$ cat src/rtl/mips_mmio_bridge_pkg.sv
// Shared types and constants for the MIPS memory-mapped I/O bridge.
package mips_mmio_pkg;

  typedef enum logic [1:0] {
    IDLE = 2'd0,
    REQ  = 2'd1,
    DONE = 2'd2
  } state_e;

  localparam logic [31:0] DEFAULT_IO_BASE    = 32'h0000_7FF0;
  localparam logic [63:0] TIMEOUT_READ_VALUE = '1;

  function automatic int ch_w(input int num_ch);
    return $clog2(num_ch);
  endfunction

  // A zero TIMEOUT still needs a one-bit counter to stay legal.
  function automatic int cnt_w(input int timeout);
    return (timeout < 1) ? 1 : $clog2(timeout + 1);
  endfunction

endpackage

$ cat src/rtl/mips_mmio_bridge_if.sv
// Peripheral-side req/ack bus of the MMIO bridge.
interface mips_mmio_bridge_if #(
  parameter int DATA_W = 32,
  parameter int CH_W   = 2
);

  logic              IOReq;
  logic              IOWe;
  logic [CH_W-1:0]   IOAddr;
  logic [DATA_W-1:0] IOWriteData;
  logic              IOAck;
  logic [DATA_W-1:0] IOReadData;

  modport master (
    output IOReq,
    output IOWe,
    output IOAddr,
    output IOWriteData,
    input  IOAck,
    input  IOReadData
  );

  modport slave (
    input  IOReq,
    input  IOWe,
    input  IOAddr,
    input  IOWriteData,
    output IOAck,
    output IOReadData
  );

endinterface

$ cat src/rtl/mips_mmio_bridge_decode.sv
// Address decode: I/O window hit, channel index, DataMemory write gate.
module mips_mmio_decode
  import mips_mmio_pkg::*;
#(
  parameter int                ADDR_W  = 32,
  parameter int                NUM_CH  = 4,
  parameter logic [ADDR_W-1:0] IO_BASE = ADDR_W'(DEFAULT_IO_BASE),
  parameter int                CH_W    = ch_w(NUM_CH)
) (
  input  logic [ADDR_W-1:0] addr_i,
  input  logic              we_i,
  output logic              is_io_o,
  output logic [CH_W-1:0]   ch_o,
  output logic              mem_we_o
);

  logic unused_addr;

  assign is_io_o  = (addr_i[ADDR_W-1:CH_W+2]
                     == IO_BASE[ADDR_W-1:CH_W+2]);
  assign ch_o     = addr_i[CH_W+1:2];
  assign mem_we_o = we_i & ~is_io_o;

  // Byte offset within a channel word has no meaning here.
  assign unused_addr = ^addr_i[1:0];

endmodule

$ cat src/rtl/mips_mmio_bridge.sv
// MMIO bridge: decodes the I/O window, runs the req/ack handshake and
// stalls the CPU while a peripheral access is outstanding.
module mips_mmio_bridge
  import mips_mmio_pkg::*;
#(
  parameter int                DATA_W  = 32,
  parameter int                ADDR_W  = 32,
  parameter int                NUM_CH  = 4,
  parameter logic [ADDR_W-1:0] IO_BASE = ADDR_W'(DEFAULT_IO_BASE),
  parameter int                TIMEOUT = 15
) (
  input  logic              CLK,
  input  logic              RESET,
  input  logic [ADDR_W-1:0] CpuAddr,
  input  logic [DATA_W-1:0] CpuWriteData,
  input  logic              CpuWriteEn,
  input  logic              CpuReadEn,
  output logic [DATA_W-1:0] CpuReadData,
  output logic              CpuStall,
  input  logic [DATA_W-1:0] MemReadData,
  output logic              MemWriteEn,
  output logic              IsIO,
  output logic              TimeoutErr,
  mips_mmio_bridge_if.master io
);

  localparam int CH_W = ch_w(NUM_CH);
  localparam int CW   = cnt_w(TIMEOUT);
  localparam logic [CW-1:0] TO_LIM = CW'(TIMEOUT);

  if (NUM_CH < 2 || NUM_CH > 16 ||
      (NUM_CH & (NUM_CH - 1)) != 0) begin : g_bad_num_ch
    $error("NUM_CH must be a power of 2 in 2..16");
  end

  state_e            state_q, state_d;
  logic              req_q, req_d;
  logic              we_q, we_d;
  logic [CH_W-1:0]   ch_q, ch_d;
  logic [DATA_W-1:0] wdata_q, wdata_d;
  logic [DATA_W-1:0] rdata_q, rdata_d;
  logic [CW-1:0]     cnt_q, cnt_d;
  logic              terr_q, terr_d;

  logic [CH_W-1:0]   ch;
  logic [CW-1:0]     cnt_nxt;
  logic              access;
  logic              timeout_hit;

  mips_mmio_decode #(
    .ADDR_W  (ADDR_W),
    .NUM_CH  (NUM_CH),
    .IO_BASE (IO_BASE),
    .CH_W    (CH_W)
  ) u_decode (
    .addr_i   (CpuAddr),
    .we_i     (CpuWriteEn),
    .is_io_o  (IsIO),
    .ch_o     (ch),
    .mem_we_o (MemWriteEn)
  );

  assign access      = IsIO & (CpuWriteEn | CpuReadEn);
  assign cnt_nxt     = cnt_q + 1'b1;
  assign timeout_hit = (TIMEOUT > 0) && (cnt_nxt == TO_LIM);

  always_comb begin
    state_d = state_q;
    req_d   = req_q;
    we_d    = we_q;
    ch_d    = ch_q;
    wdata_d = wdata_q;
    rdata_d = rdata_q;
    cnt_d   = cnt_q;
    terr_d  = terr_q;
    unique case (state_q)
      IDLE: begin
        if (access) begin
          state_d = REQ;
          req_d   = 1'b1;
          we_d    = CpuWriteEn;
          ch_d    = ch;
          wdata_d = CpuWriteData;
          cnt_d   = '0;
        end
      end
      REQ: begin
        cnt_d = cnt_nxt;
        // Ack has priority over a timeout expiring on the same edge.
        if (io.IOAck) begin
          state_d = DONE;
          req_d   = 1'b0;
          if (!we_q) rdata_d = io.IOReadData;
        end else if (timeout_hit) begin
          state_d = DONE;
          req_d   = 1'b0;
          rdata_d = DATA_W'(TIMEOUT_READ_VALUE);
          terr_d  = 1'b1;
        end
      end
      DONE: begin
        state_d = IDLE;
      end
      default: begin
        state_d = IDLE;
        req_d   = 1'b0;
      end
    endcase
  end

  always_ff @(posedge CLK) begin
    if (!RESET) begin
      state_q <= IDLE;
      req_q   <= 1'b0;
      we_q    <= 1'b0;
      ch_q    <= '0;
      wdata_q <= '0;
      rdata_q <= '0;
      cnt_q   <= '0;
      terr_q  <= 1'b0;
    end else begin
      state_q <= state_d;
      req_q   <= req_d;
      we_q    <= we_d;
      ch_q    <= ch_d;
      wdata_q <= wdata_d;
      rdata_q <= rdata_d;
      cnt_q   <= cnt_d;
      terr_q  <= terr_d;
    end
  end

  always_comb begin
    CpuStall = 1'b0;
    if (RESET) begin
      unique case (state_q)
        IDLE:    CpuStall = access;
        REQ:     CpuStall = 1'b1;
        default: CpuStall = 1'b0;
      endcase
    end
  end

  assign CpuReadData    = IsIO ? rdata_q : MemReadData;
  assign TimeoutErr     = terr_q;
  assign io.IOReq       = req_q;
  assign io.IOWe        = we_q;
  assign io.IOAddr      = ch_q;
  assign io.IOWriteData = wdata_q;

endmodule
$ cat src/flat_wrapper.sv
// flat-port wrapper written by rule: the top's interface ports become plain ports
module mips_mmio_bridge_flat import mips_mmio_pkg::*;
#(
  parameter int                DATA_W  = 32,
  parameter int                ADDR_W  = 32,
  parameter int                NUM_CH  = 4,
  parameter logic [ADDR_W-1:0] IO_BASE = ADDR_W'(DEFAULT_IO_BASE),
  parameter int                TIMEOUT = 15
)
  (CLK, RESET, CpuAddr, CpuWriteData, CpuWriteEn, CpuReadEn, CpuReadData, CpuStall, MemReadData, MemWriteEn, IsIO, TimeoutErr, io_IOReq, io_IOWe, io_IOAddr, io_IOWriteData, io_IOAck, io_IOReadData);
  mips_mmio_bridge_if #(.DATA_W(DATA_W)) io_i ();
  input  logic CLK;
  input  logic RESET;
  input  logic [ADDR_W-1:0] CpuAddr;
  input  logic [DATA_W-1:0] CpuWriteData;
  input  logic CpuWriteEn;
  input  logic CpuReadEn;
  output logic [DATA_W-1:0] CpuReadData;
  output logic CpuStall;
  input  logic [DATA_W-1:0] MemReadData;
  output logic MemWriteEn;
  output logic IsIO;
  output logic TimeoutErr;
  output wire logic [$bits(io_i.IOReq)-1:0] io_IOReq;
  output wire logic [$bits(io_i.IOWe)-1:0] io_IOWe;
  output wire logic [$bits(io_i.IOAddr)-1:0] io_IOAddr;
  output wire logic [$bits(io_i.IOWriteData)-1:0] io_IOWriteData;
  input wire logic [$bits(io_i.IOAck)-1:0] io_IOAck;
  input wire logic [$bits(io_i.IOReadData)-1:0] io_IOReadData;
  assign io_IOReq = io_i.IOReq;
  assign io_IOWe = io_i.IOWe;
  assign io_IOAddr = io_i.IOAddr;
  assign io_IOWriteData = io_i.IOWriteData;
  assign io_i.IOAck = io_IOAck;
  assign io_i.IOReadData = io_IOReadData;
  mips_mmio_bridge #(.DATA_W(DATA_W), .ADDR_W(ADDR_W), .NUM_CH(NUM_CH), .IO_BASE(IO_BASE), .TIMEOUT(TIMEOUT)) u_core (.CLK(CLK), .RESET(RESET), .CpuAddr(CpuAddr), .CpuWriteData(CpuWriteData), .CpuWriteEn(CpuWriteEn), .CpuReadEn(CpuReadEn), .CpuReadData(CpuReadData), .CpuStall(CpuStall), .MemReadData(MemReadData), .MemWriteEn(MemWriteEn), .IsIO(IsIO), .TimeoutErr(TimeoutErr), .io(io_i));
endmodule
$ cat config.mk
export PLATFORM = sky130hd
export DESIGN_NAME = mips_mmio_bridge_flat
export DESIGN_NICKNAME = d
export VERILOG_FILES = /design/src/rtl/mips_mmio_bridge_pkg.sv /design/src/rtl/mips_mmio_bridge_if.sv /design/src/rtl/mips_mmio_bridge_decode.sv /design/src/rtl/mips_mmio_bridge.sv /design/src/flat_wrapper.sv
export SDC_FILE = /design/constraint.sdc
export NUM_CORES = 1
export LEC_CHECK = 0
export BUFFER_PORTS_ARGS = -buffer_cell sky130_fd_sc_hd__buf_2
export CELL_PAD_IN_SITES_DETAIL_PLACEMENT = 2
export CELL_PAD_IN_SITES_GLOBAL_PLACEMENT = 2
export CORE_MARGIN = 1.5
export CORE_UTILIZATION = 24
export DETAILED_ROUTE_END_ITERATION = 8
export PLACE_DENSITY = 0.79
export SYNTH_ARGS = -nofsm -noshare
export SYNTH_HDL_FRONTEND = slang
export SYNTH_SLANG_ARGS = --single-unit
$ cat constraint.sdc
create_clock -name CLK -period 2.4 [get_ports CLK]
set_clock_uncertainty 0.05 [all_clocks]
set_input_delay 0.36 -clock CLK [delete_from_list [all_inputs] [get_ports CLK]]
set_output_delay 0.36 -clock CLK [all_outputs]
set_load 0.01 [all_outputs]
==> run metrics, run 1 <==
status=finished with violations; failing checks=setup timing; Min Hold Slack=around 0.19 ns; fmax=just over 0.4 GHz; Yosys cell types=39; Worst-Margin Slew=about 0.51 ns; max_cap viols=0; CTS Sinks=75; GRT Residual Overflow=0; first-pass GRT wire length=around 20000 um; Pre-antenna DRT Iters=4; Antenna diodes=0; share of cells above drive strength 1=0.495; final net count=between 700 and 800; maximum vdd drop=around 0.00022 V; Detailed Place HPWL=9150 um; initial antenna violation count=0; Reg area=0.00150 mm2; Synth Instances=between 300 and 400; Max H-tree Level=3; Num CTS Buffers=9; root buf cell=clkbuf_16; crit start category=primary input; syn_nets=just under 500; ys async rst share=0; area of the multi-input gates=between 0.0015 and 0.002 mm2; Hold Path Class=in2reg; synth warn=0; Max FO, Critical Path=7; crit path DAT=2.04 ns; Clock Path Buffers=2; Hold Violations, Final=0; Placement Setup Slack=-0.117 ns; drt total wl=about 14000 um; number of buffers added on ports=roughly 200; final setup vio count=27; via count=3664; clock slew at reported path FFs=approximately 0.060 ns; utilization after layout=0.402; Die Height=approximately 120 um; Boundary Pins=about 200; Slew Limit Fails=0; Cell Pwr Density=between 500 and 600 mW/mm2; unrepaired setup endpoints after global routing=yes; post-route ant nets=0; relative max-transition margin=0.660; cell area after layout=~0.0056 mm2; Core Box Area=roughly 0.014 mm2; global-route usage over all layers=0.175; gpl congestion=about 0.73; Synth area leader=dfxtp_1; area growth from synthesis to layout=63.4%; largest net degree at the start of global routing=69; P_leak=between 0.002 and 0.003 uW; vias in the first global route=3957; ys flop type=dfxtp_1; top cell type's share of synthesized area=0.438; full die area=0.0150 mm2; die width=123 um; number of remaining DRC errors=0; post-layout min period=2.45 ns; top cells by area, synth=dfxtp_1 44%, mux2_2 11%, o311a_1 9.3%; Avg WL per Cell=approximately 19 um; Req. time, crit path=about 2 ns; element type at the critical path end=output pin; DRT iter0 DRCs=roughly 130; Layout fillers=roughly 1.5k; register area share after synthesis=0.438; Mapped Area=0.00343 mm2; Initial Utilization=0.246; placed cell area=0.00467 mm2; setup slack after layout=-0.0473 ns; EDFF count, synth=0; Crit Path Category=in2out; Site Rows=43; Tcrit/Tclk final=1.02; mean post-synth cell area=approximately 9.5 um2; Via density=~5; Worst-Skew Late Latency=~0.33 ns; CTS tree=yes; #FFs+latches synth=between 70 and 80; setup_tns=-0.525 ns
report_power, final:
| part | switching, uW | total [uW] | internal (uW) |
|---|---|---|---|
| logic | 116 | 302 | 187 |
| registers | 0.00000276 | 1250 | 1250 |
| clock network | 506 | 1290 | 781 |
| total | 622 | 2840 | 2210 |
layout make-up:
class                      count  area share
multi-input combinational    250       0.344
timing repair buffer         228       0.297
sequential                    75       0.268
clock buffer                   9      0.0402
tap                          180      0.0402
clock inverter                 4     0.00804
inverter                       4     0.00268
final timing paths:
path / slack (ns) / to / cells after the start / startpoint
setup reg to reg: 0.31 / u_core.rdata_q[9] / 7 / u_core.cnt_q[1]
hold reg to reg: 0.40 / u_core.io.IOWriteData[21] / 2 / u_core.io.IOWriteData[21]
hold / removal: 0.19 / u_core.io.IOWriteData[11] / 3 / CpuWriteData[11]
setup / recovery: -0.05 / CpuStall / 9 / CpuAddr[22]
per-layer routing:
layer	routed length [um]	GRT usage	vias up
met5	0	0	-
met4	354	0.0683	0
met3	829	0.0474	31
met2	7310	0.319	133
met1	5650	0.192	1766
li1	-	-	1734
repair_timing:
| item | 4_1_cts | 5_1_grt |
|---|---|---|
| setup endpoints to repair | 33 | 34 |
| pin swaps | 4 | 5 |
| gates resized for setup | 47 | 34 |
| buffers inserted | 6 | 4 |
| hold buffers | 0 | 0 |
| cloned | 3 | 3 |
synth_stat cells (4+ instances only):
library cell	instances
inv_1	4
buf_2	4
nor2b_1	4
o21ai_0	30
nand2_1	37
nand3_1	40
o21ai_1	6
nand3b_1	4
mux2_2	32
dfxtp_1	75
o311a_1	32
nor2_1	5
nand2b_1	29
clkbuf_1	20
metrics by stage:
stage	std cells	total power [uW]
2_1_floorplan	361	1360
3_3_place_gp	721	1490
3_5_place_dp	721	1500
4_1_cts	743	2850
5_1_grt	750	2950
6_report	750	2840
sequential cells by signal, summed over array words and instances, names as in the netlist:
signal and cells:
u_core.cnt_q 4, u_core.TimeoutErr 1, u_core.io.IOReq 1, u_core.io.IOWriteData 32, u_core.rdata_q 32, u_core.io.IOWe 1, u_core.state_q 2, u_core.io.IOAddr 2
cells by family (layout without fill, tap and decap cells):
kind of cell             Yosys count  after routing  synth area share
AND/OR/NAND/NOR                  135            135             0.225
AO/OA/AOI/OAI                     79             79             0.170
flip-flops                        75             75             0.438
buffers and inverters             36            245            0.0489
multiplexers                      33             33             0.108
adder cells (fa/ha/maj)            2              2           0.00729
XOR/XNOR                           1              1           0.00255
worst max-delay path, stage by stage:
cell and delay (ns):
buf_2 0.11, nor4b_4 0.24, nand4_1 0.26, nor3_4 0.23, buf_12 0.20, buf_16 0.14
nor3b_4 0.19, o21a_1 0.15, buf_2 0.15
cell usage in the layout (no fill, tap or decap), drive strengths merged, types with 4 or more instances in the layout:
| cell | count |
|---|---|
| nand3b | 4 |
| mux2 | 32 |
| dfxtp | 75 |
| nor4b | 4 |
| nor2 | 5 |
| buf | 225 |
| nor2b | 4 |
| o21ai | 36 |
| nand2b | 29 |
| o311a | 32 |
| nand2 | 37 |
| clkbuf | 12 |
| nand3 | 40 |
| inv | 4 |
(Power assumes the default switching activity.)
==> run 2, diff against run 1 <==
--- a/config.mk
+++ b/config.mk
@@ -8,6 +8,7 @@
 export BUFFER_PORTS_ARGS = -buffer_cell sky130_fd_sc_hd__buf_2
 export CELL_PAD_IN_SITES_DETAIL_PLACEMENT = 2
 export CELL_PAD_IN_SITES_GLOBAL_PLACEMENT = 2
+export CORE_ASPECT_RATIO = 1.4
 export CORE_MARGIN = 1.5
 export CORE_UTILIZATION = 24
 export DETAILED_ROUTE_END_ITERATION = 8
==> run 2 against run 1 <==
  * The flow still finishes with violations (setup timing)
  * Clock-buffer cell count unchanged
  * Final cell count down 0.13%
  * Die area about the same
  * Global-route usage decreased by 0.98 points
  * Hold slack better by 0.0069 ns
  * Clock power grew 29%
  * Cell area fell by 3.8%
  * Largest power group unchanged
  * Largest cell class unchanged
  * Combinational power is 7.3% lower
  * Sequential share of layout area increased by 1.1 points
  * First-iteration DRC count is 46% lower
==> run metrics, run 2 (synthesis results as in run 1) <==
status=finished with violations; failing checks=setup timing; setup_tns=-0.527 ns (-0.00190 ns); Avg WL per Cell=17.9 um (-4.8%); largest net degree at the start of global routing=70 (+1.4%); hold path startpoint=CpuWriteData[20]; P_leak=0.00250 uW (-5.0%); CTS Sinks=75 (unchanged); cell area after layout=0.00539 mm2 (-3.8%); Switching Share=0.207 (-0.0122); setup slack after layout=-0.0479 ns (-0.000573 ns); commonest non-fill, non-tap cell in the layout=buf_2; initial antenna violation count=0 (unchanged); GRT Residual Overflow=0 (unchanged); number of buffers added on ports=202 (unchanged); Reg power frac=0.390 (-0.049); unrepaired setup endpoints after global routing=yes; Tcrit/Tclk final=1.02 (about the same); gpl congestion=0.782 (+7.4%); drt total wl=13400 um (-4.9%); die width=104 um (-15%); crit start category=primary input; post-layout min period=2.45 ns (+0.000573 ns); Layout fillers=1569 (+4.9%); Detailed Place HPWL=9390 um (+2.6%); Num CTS Buffers=9 (unchanged); relative max-transition margin=0.682 (+0.0212); Pre-antenna DRT Iters=4 (unchanged); placed cell count=726 (+0.69%); clock power share=0.523 (+0.069); first-pass GRT wire length=19700 um (-2.4%); CTS tree=yes; via count=3607 (-1.6%); Core Box Area=0.0139 mm2 (-0.17%); Antenna diodes=0 (unchanged); Worst-Skew Late Latency=0.33 ns (about the same); Initial Utilization=0.247 (+0.000421); Via density=4.82 (-1.4%); placed cell area=0.00465 mm2 (-0.40%); DRT iter0 DRCs=69 (-46%); Slew Limit Fails=0 (unchanged); utilization after layout=0.387 (-0.0148); Boundary Pins=205 (unchanged); Site Rows=51 (+19%); final net count=695 (-1.1%); Hold Violations, Final=0 (unchanged); Int Power=2530 uW (+14%); final setup vio count=25 (-7.4%); Max H-tree Level=3 (unchanged); Die Height=144 um (+18%); root buf cell=clkbuf_16; Hold Path Class=in2reg; crit path DAT=2.04 ns (about the same); number of remaining DRC errors=0 (unchanged); Power, Total=3190 uW (+13%); full die area=0.0150 mm2 (about the same); worst r2r src=u_core.cnt_q[0]; hold buffers post-CTS=0 (unchanged); Net Sw Power=662 uW (+6.4%); Max FO, Critical Path=7 (unchanged); Worst setup startpoint=CpuAddr[15]; Non-Filler Instances=749 (-0.13%); element type at the critical path end=output pin; maximum vdd drop=0.000337 V (+56%); combinational share of power=0.088 (-0.019); area growth from synthesis to layout=57.1%; vias in the first global route=3877 (-2.0%); max_cap viols=0 (unchanged); Cell Pwr Density=593 mW/mm2 (+17%); Req. time, crit path=1.99 ns (about the same); Clock Path Buffers=2 (unchanged); global-route usage over all layers=0.165 (-0.00979); post-route ant nets=0 (unchanged); clock slew at reported path FFs=0.06 ns (about the same); fmax=0.409 GHz (about the same); most frequent cells in the layout=174 x buf_2, 75 x dfxtp_1, 40 x nand3_1; Worst-Margin Slew=0.474 ns (-0.0355 ns); Crit Path Category=in2out; share of cells above drive strength 1=0.489 (-0.00538)
run 2: changes by cell type in the layout (fill, tap and decap cells not counted), moves of 3 or more:
| cell | before | now |
|---|---|---|
| bufinv_16 | 1 | 4 |
| clkinv_2 | 3 | 0 |
| mux2_2 | 0 | 16 |
| buf_6 | 40 | 27 |
| mux2_4 | 32 | 16 |
| buf_2 | 161 | 174 |
| buf_16 | 4 | 0 |
| buf_4 | 14 | 10 |
run 2: what timing repair did:
action,4_1_cts,5_1_grt
setup endpoints to repair,33,33
buffers inserted,1,4
pin swaps,1,4
cloned,0,3
resized for setup,0,50
run 2: layout make-up:
cell class,instances,area [um2],share of cell area
Clock inverter,6,138,0.0255
Sequential cell,75,1500,0.279
Clock buffer,9,225,0.0418
Timing Repair Buffer,220,1430,0.265
Multi-Input combinational cell,250,1850,0.343
Inverter,4,15.0,0.00279
Tap cell,185,231,0.0429
run 2: layer usage:
layer,wire (um),part of all wire,GRT usage,vias to the layer above
met1,5170,0.38,0.175,1727
met2,7180,0.53,0.314,154
met5,0,0,0,-
met4,233,0.017,0.0607,0
met3,861,0.064,0.0419,16
li1,-,-,-,1710
run 2: stage by stage:
| stage | setup slack, ns | hold slack, ns |
|---|---|---|
| final | -0.0479 | 0.199 |
| after CTS | -0.0598 | 0.191 |
| after global placement | -0.0365 | 0.385 |
| after floorplan | 0.154 | 0.419 |
| after detailed placement | -0.0967 | 0.399 |
| after global routing | -0.118 | 0.199 |
run 2: critical path, stage by stage:
cell	delay [ns]
buf_2	0.10
nor4bb_2	0.32
nand4_1	0.24
nor3_4	0.21
buf_12	0.16
buf_8	0.14
mux2_2	0.34
buf_2	0.15
run 2: power by group through the flow:
stage	logic, uW	clock network (uW)	registers, uW
after global routing	301	1770	1240
after floorplan	84.9	0	1270
final	280	1670	1240
after detailed placement	236	0	1270
after CTS	237	1710	1240
after global placement	227	0	1270
run 2: final timing paths:
check                                            endpoint  slack (ns)  cells after the start
worst min-delay path            u_core.io.IOWriteData[20]        0.20                      3
worst min register to register  u_core.io.IOWriteData[20]        0.40                      2
worst max-delay path                      CpuReadData[20]       -0.05                      8
worst max register to register         u_core.rdata_q[13]        0.30                      7
